## src/rtl/multi_ported_sram_pkg.sv

```systemverilog
// Shared definitions for the multi-ported memory client: FSM state encoding
// and default port counts / geometry.
package multi_ported_sram_pkg;

    localparam int DEF_NUM_R = 3;
    localparam int DEF_NUM_W = 3;
    localparam int DEF_W     = 32;
    localparam int DEF_N     = 1024;

    typedef enum logic [2:0] {
        IDLE,
        DRAIN,
        KICK,
        WAIT,
        DONE
    } client_state_t;

endpackage

```

## src/rtl/mp_client_rsp_fifo.sv

```systemverilog
// Two-entry read-response buffer; capacity is guaranteed by the caller's credit
// check, so push on a full FIFO only ever coincides with a pop.
module mp_client_rsp_fifo #(
    parameter int W = 32
) (
    input  logic         clk,
    input  logic         rst,
    input  logic         i_push,
    input  logic [W-1:0] i_din,
    input  logic         i_pop,
    output logic         o_vld,
    output logic [W-1:0] o_dout,
    output logic [1:0]   o_occ
);

    logic [W-1:0] r_mem [2];
    logic         r_wptr;
    logic         r_rptr;
    logic [1:0]   r_occ;
    logic         w_pop;

    assign w_pop = i_pop && (r_occ != 2'd0);

    always_ff @(posedge clk) begin
        if (rst) begin
            r_wptr <= 1'b0;
            r_rptr <= 1'b0;
            r_occ  <= '0;
        end else begin
            if (i_push) r_wptr <= ~r_wptr;
            if (w_pop)  r_rptr <= ~r_rptr;
            r_occ <= r_occ + {1'b0, i_push} - {1'b0, w_pop};
        end
    end

    always_ff @(posedge clk) begin
        if (i_push) r_mem[r_wptr] <= i_din;
    end

    assign o_vld  = (r_occ != 2'd0);
    assign o_dout = r_mem[r_rptr];
    assign o_occ  = r_occ;

endmodule

```

## src/rtl/multi_ported_mem_client_3r3w.sv

```systemverilog
// Initiator side of a multi-ported memory: maps valid/ready request streams onto
// memory strobes, buffers read data per port, arbitrates write collisions, sequences init.
module multi_ported_mem_client_3r3w
    import multi_ported_sram_pkg::*;
#(
    parameter int NUM_R = DEF_NUM_R,
    parameter int NUM_W = DEF_NUM_W,
    parameter int W     = DEF_W,
    parameter int N     = DEF_N,
    localparam int AW   = $clog2(N)
) (
    input  logic                clk,
    input  logic                rst,
    input  logic [NUM_R-1:0]    rd_req_vld,
    input  logic [NUM_R*AW-1:0] rd_req_addr,
    output logic [NUM_R-1:0]    rd_req_rdy,
    output logic [NUM_R-1:0]    rd_rsp_vld,
    output logic [NUM_R*W-1:0]  rd_rsp_data,
    input  logic [NUM_R-1:0]    rd_rsp_rdy,
    input  logic [NUM_W-1:0]    wr_req_vld,
    input  logic [NUM_W*AW-1:0] wr_req_addr,
    input  logic [NUM_W*W-1:0]  wr_req_data,
    output logic [NUM_W-1:0]    wr_req_rdy,
    input  logic                init_req,
    output logic                init_done,
    output logic                busy,
    output logic [NUM_R-1:0]    mem_ren,
    output logic [NUM_R*AW-1:0] mem_raddr,
    input  logic [NUM_R*W-1:0]  mem_rdata,
    output logic [NUM_W-1:0]    mem_wen,
    output logic [NUM_W*AW-1:0] mem_waddr,
    output logic [NUM_W*W-1:0]  mem_wdata,
    output logic                mem_init,
    input  logic                mem_busy_w
);

    client_state_t    r_state;
    logic             r_busy;
    logic             r_mem_init;
    logic             r_init_done;
    logic             r_wait_seen;
    logic [NUM_R-1:0] r_inflight;

    logic             w_accept_ok;
    logic [NUM_R-1:0] w_rd_rdy;
    logic [NUM_R-1:0] w_pop;
    logic [NUM_W-1:0] w_wr_rdy;
    logic [1:0]       w_occ [NUM_R];

    // Requests are blocked already in the cycle init_req is seen, so nothing new issues into DRAIN.
    assign w_accept_ok = (r_state == IDLE) && !init_req && !mem_busy_w && !rst;

    generate
        for (genvar p = 0; p < NUM_R; p++) begin : g_rd
            assign w_pop[p]    = rd_rsp_vld[p] && rd_rsp_rdy[p];
            assign w_rd_rdy[p] = w_accept_ok &&
                (({1'b0, w_occ[p]} + {2'b00, r_inflight[p]} - {2'b00, w_pop[p]}) < 3'd2);

            mp_client_rsp_fifo #(.W(W)) u_rsp_fifo (
                .clk    (clk),
                .rst    (rst),
                .i_push (r_inflight[p]),
                .i_din  (mem_rdata[p*W +: W]),
                .i_pop  (w_pop[p]),
                .o_vld  (rd_rsp_vld[p]),
                .o_dout (rd_rsp_data[p*W +: W]),
                .o_occ  (w_occ[p])
            );
        end
    endgenerate

    always_ff @(posedge clk) begin
        if (rst) r_inflight <= '0;
        else     r_inflight <= mem_ren;
    end

    // Lowest-index write port wins an address collision; the loser retries.
    always_comb begin
        w_wr_rdy = '0;
        for (int unsigned j = 0; j < NUM_W; j++) begin
            w_wr_rdy[j] = w_accept_ok;
            for (int unsigned i = 0; i < j; i++) begin
                if (wr_req_vld[i] && (wr_req_addr[i*AW +: AW] == wr_req_addr[j*AW +: AW]))
                    w_wr_rdy[j] = 1'b0;
            end
        end
    end

    assign rd_req_rdy = w_rd_rdy;
    assign mem_ren    = rd_req_vld & w_rd_rdy;
    assign mem_raddr  = rd_req_addr;
    assign wr_req_rdy = w_wr_rdy;
    assign mem_wen    = wr_req_vld & w_wr_rdy;
    assign mem_waddr  = wr_req_addr;
    assign mem_wdata  = wr_req_data;

    always_ff @(posedge clk) begin
        if (rst) begin
            r_state     <= IDLE;
            r_busy      <= 1'b0;
            r_mem_init  <= 1'b0;
            r_init_done <= 1'b0;
            r_wait_seen <= 1'b0;
        end else begin
            r_mem_init  <= 1'b0;
            r_init_done <= 1'b0;
            case (r_state)
                IDLE: if (init_req) begin
                    r_state <= DRAIN;
                    r_busy  <= 1'b1;
                end
                DRAIN: if (r_inflight == '0) begin
                    r_state    <= KICK;
                    r_mem_init <= 1'b1;
                end
                KICK: begin
                    r_state     <= WAIT;
                    r_wait_seen <= 1'b0;
                end
                WAIT: begin
                    r_wait_seen <= 1'b1;
                    if (r_wait_seen && !mem_busy_w) begin
                        r_state     <= DONE;
                        r_init_done <= 1'b1;
                    end
                end
                DONE: begin
                    r_state <= IDLE;
                    r_busy  <= 1'b0;
                end
                default: r_state <= IDLE;
            endcase
        end
    end

    assign busy      = r_busy;
    assign mem_init  = r_mem_init;
    assign init_done = r_init_done;

endmodule

```

## config.mk

```make
export PLATFORM = sky130hd
export DESIGN_NAME = multi_ported_mem_client_3r3w
export DESIGN_NICKNAME = d
export VERILOG_FILES = /design/src/rtl/multi_ported_sram_pkg.sv /design/src/rtl/mp_client_rsp_fifo.sv /design/src/rtl/multi_ported_mem_client_3r3w.sv
export SDC_FILE = /design/constraint.sdc
export NUM_CORES = 1
export LEC_CHECK = 0
export CAP_MARGIN = 20
export CORE_MARGIN = 3
export CORE_UTILIZATION = 25
export DETAILED_ROUTE_END_ITERATION = 12
export MAX_ROUTING_LAYER = met4
export SLEW_MARGIN = 20
export SYNTH_ARGS = -nofsm -noshare
export SYNTH_HDL_FRONTEND = slang
export SYNTH_HIERARCHICAL = 1
export SYNTH_SLANG_ARGS = --single-unit
```

## constraint.sdc

```tcl
create_clock -name clk -period 5.7 [get_ports clk]
set_clock_uncertainty 0.15 [all_clocks]
set_input_delay 0.855 -clock clk [delete_from_list [all_inputs] [get_ports clk]]
set_output_delay 0.855 -clock clk [all_outputs]
set_load 0.05 [all_outputs]
```

==> metrics <==
status=completed; Async S/R FF share, synth=0%; r2r worst-path depth=8; WL per Instance=22.9 um; ys flop type=edfxtp_1; Tcrit/Tclk final=80.1%; antenna violations before repair=1; Core ar.=40100 um2; Critical Path Fanout Max=3; row count=73; mapped cell area=10300 um2; Clock Path Buffers=3; die width=209 um; H-tree depth=1; Synth Area in Simple Gates=4.21%; Worst Hold Path EP=r_wait_seen$_SDFFE_PP0P_; Mapped Cells=629; Placer Congestion=0.770; RR Startpoint=g_rd[1].u_rsp_fifo/o_occ[1]$_SDFF_PP0_; Tmin final=4560 ps; number of synthesized flops with an enable pin=192; P per Cell Area=273 nW/um2; compound-gate portion of the synthesized area=0.439%; Slowest cell on crit path=clkdlybuf4s50_1; die height=209 um; global route overflow=0; Worst Path Buf+Inv=2; crit-path max cell delay=810 ps; Yosys warnings=6; critical path startpoint category=input pin; Worst-Margin Slew=1020 ps; CP top delay family=buffers and inverters; setup bufs post-CTS=0; PostCTS Resize Cnt=0; #FFs+latches synth=217; drt pass-1 iters=4; mux share of post-synthesis cell area=14.8%; drt drc=0; Area contributors post-synth=edfxtp_1 56%, mux2_4 14%, buf_4 11%, dfxtp_1 4.9%, xnor2_1 3.1%; # fillers=3928; Setup crit end kind=primary output; post-DP HPWL=23300 um; xor-xnor portion of the synthesized cell area=3.73%; Crit path required time=4700 ps; final hold vios=0; adder-cell share of the synthesized area=1.68%; Mean Syn Cell Area=16.3 um2; RSZ-0062 raised after global routing=false; Routed Antenna Nets=0; area leader, netlist=edfxtp_1; CP Cell Sequence=clkdlybuf4s50_1 > and2_1 > ha_1 > nand2b_1 > fa_1 > xnor2_1 > and3_4 > and2_1 > clkdlybuf4s50_1; Area Growth Syn to Fin=28.2%; Peak VDD IR=0.000192 V; f_max=0.219 GHz; final wirelength=30100 um; Arr. time, crit path=3560 ps; first-pass GRT wire length=41900 um; 1st-iter DRT viols=183; vias per inst=4.08; Syn Nets=906; ANT cells=0; Cell variety after synth=34; worst rel slew slack=31.8%; Nets=1051; share of cells above drive strength 1=20.3%; gr usage total=13.6%; FF-to-FF setup slack=3270 ps; max cap viols=0; hold-fix buffers at CTS=0; total die area=43500 um2; io pins=535; Pwr Total=3.59 mW; top-area cell type share of the netlist area=56.2%; most frequent cells in the layout=281 x clkdlybuf4s50_1, 192 x edfxtp_1, 96 x mux2_4, 36 x xnor2_1, 25 x clkbuf_16; Static Leak=4.51 nW; Clk Latency, worst-skew pair=520 ps; setup TNS=0 ps; most common cell after layout, fill and taps aside=clkdlybuf4s50_1; CTS sink cnt=217; CTS tree=done; Hold Path Class=reg -> reg; pin count of the biggest net entering global routing=33; number of global-route vias before repair=5794; final max-slew violation count=0; placed cell areas=12400 um2; clk slew on worst S/H paths=50 ps; main combinational cell family by area after synthesis=multiplexers; Worst Hold Depth=2; storage element area=6270 um2; IO buf count=282; min-delay src=r_wait_seen$_SDFFE_PP0P_; Root Driver=clkbuf_16; final instance area=13100 um2; initial core utilization=25.6%; Setup-failing EPs final=0; Seq/Total Area, Yosys=61.1%; crit path kind=in -> out; TritonCTS Buffers=25; area of the multi-input gates=2570 um2; RR Endpoint=r_inflight[1]$_SDFF_PP0_; via count=5369
[registers in the layout, indices dropped and copies added (netlist names), named ones only]
| signal | cells |
|---|---|
| r_inflight | 3 |
| g_rd.u_rsp_fifo/r_mem | 192 |
| mem_init | 1 |
| g_rd.u_rsp_fifo/o_occ | 6 |
| r_state | 3 |
| r_wait_seen | 1 |
| busy | 1 |
| g_rd.u_rsp_fifo/r_wptr | 3 |
| init_done | 1 |
| g_rd.u_rsp_fifo/r_rptr | 3 |
[tightest hold or removal path, stage by stage (launching register included)]
cell	delay [ps]
dfxtp_1	330
mux2i_1	70
nor2_1	70
[synth_stat cells (all sizes together) (2+ instances only)]
| cell type | instances |
|---|---|
| edfxtp | 192 |
| buf | 170 |
| mux2 | 102 |
| xnor2 | 36 |
| dfxtp | 25 |
| nor2 | 19 |
| and2 | 14 |
| ha | 9 |
| inv | 9 |
| nor2b | 9 |
| nand4 | 6 |
| nor3 | 5 |
| and3 | 4 |
| fa | 3 |
| nand2b | 3 |
| nand3 | 3 |
| o21a | 3 |
| or2 | 3 |
| xnor3 | 3 |
| nand2 | 2 |
[through the flow]
step	hold WS, ps	worst slack (ps)	utilization [%]	std cells
after floorplan	314	2010	-	629
after global placement	327	1080	30.9	1272
after detailed placement	351	1120	30.9	1272
after CTS	365	1090	32.8	1317
after global routing	403	993	32.8	1317
final	359	1140	32.8	1317
[logic make-up (layout without fill, tap and decap cells)]
| logic type | count (synthesis) | count (layout) |
|---|---|---|
| AO/OA/AOI/OAI | 6 | 6 |
| XOR/XNOR | 39 | 39 |
| adder cells (fa/ha/maj) | 12 | 12 |
| buffers and inverters | 179 | 342 |
| flip-flops | 217 | 217 |
| multiplexers | 103 | 103 |
| AND/OR/NAND/NOR | 73 | 73 |
[worst max path at each step]
| stage | start | endpoint | slack, ps | cells past startpoint |
|---|---|---|---|---|
| 6_report | rd_rsp_rdy[0] | mem_ren[0] | 1140 | 9 |
| 5_1_grt | g_rd[1].u_rsp_fifo/o_occ[1]$_SDFF_PP0_ | mem_ren[1] | 990 | 9 |
| 4_1_cts | g_rd[0].u_rsp_fifo/o_occ[1]$_SDFF_PP0_ | mem_ren[0] | 1090 | 9 |
| 3_5_place_dp | rst | wr_req_rdy[2] | 1120 | 5 |
| 3_3_place_gp | rst | wr_req_rdy[2] | 1080 | 5 |
| 2_1_floorplan | g_rd[0].u_rsp_fifo/o_occ[1]$_SDFF_PP0_ | mem_ren[0] | 2010 | 8 |
[metal layers]
layer,part of all wire (%),track usage (%)
met1,32,12.7
met2,48,22.2
met3,16,9.27
met4,3.1,4.53
met5,0,-
[power breakdown]
part | total, mW | internal (mW) | leakage [nW] | switching [mW]
Sequential | 1.76 | 1.75 | 1.93 | 0.00991
Combinational | 0.356 | 0.170 | 2.21 | 0.186
Clock | 1.48 | 0.846 | 0.359 | 0.634
[area by class of cell]
| type | instances | share of cell area, % |
|---|---|---|
| Multi-Input combinational cell | 233 | 19.5 |
| Inverter | 9 | 0.257 |
| Timing Repair Buffer | 288 | 21.8 |
| Tap cell | 525 | 5.00 |
| Sequential cell | 217 | 47.7 |
| Clock inverter | 17 | 0.847 |
| Clock buffer | 28 | 4.84 |
No activity file was read; power rests on OpenSTA's default activity.
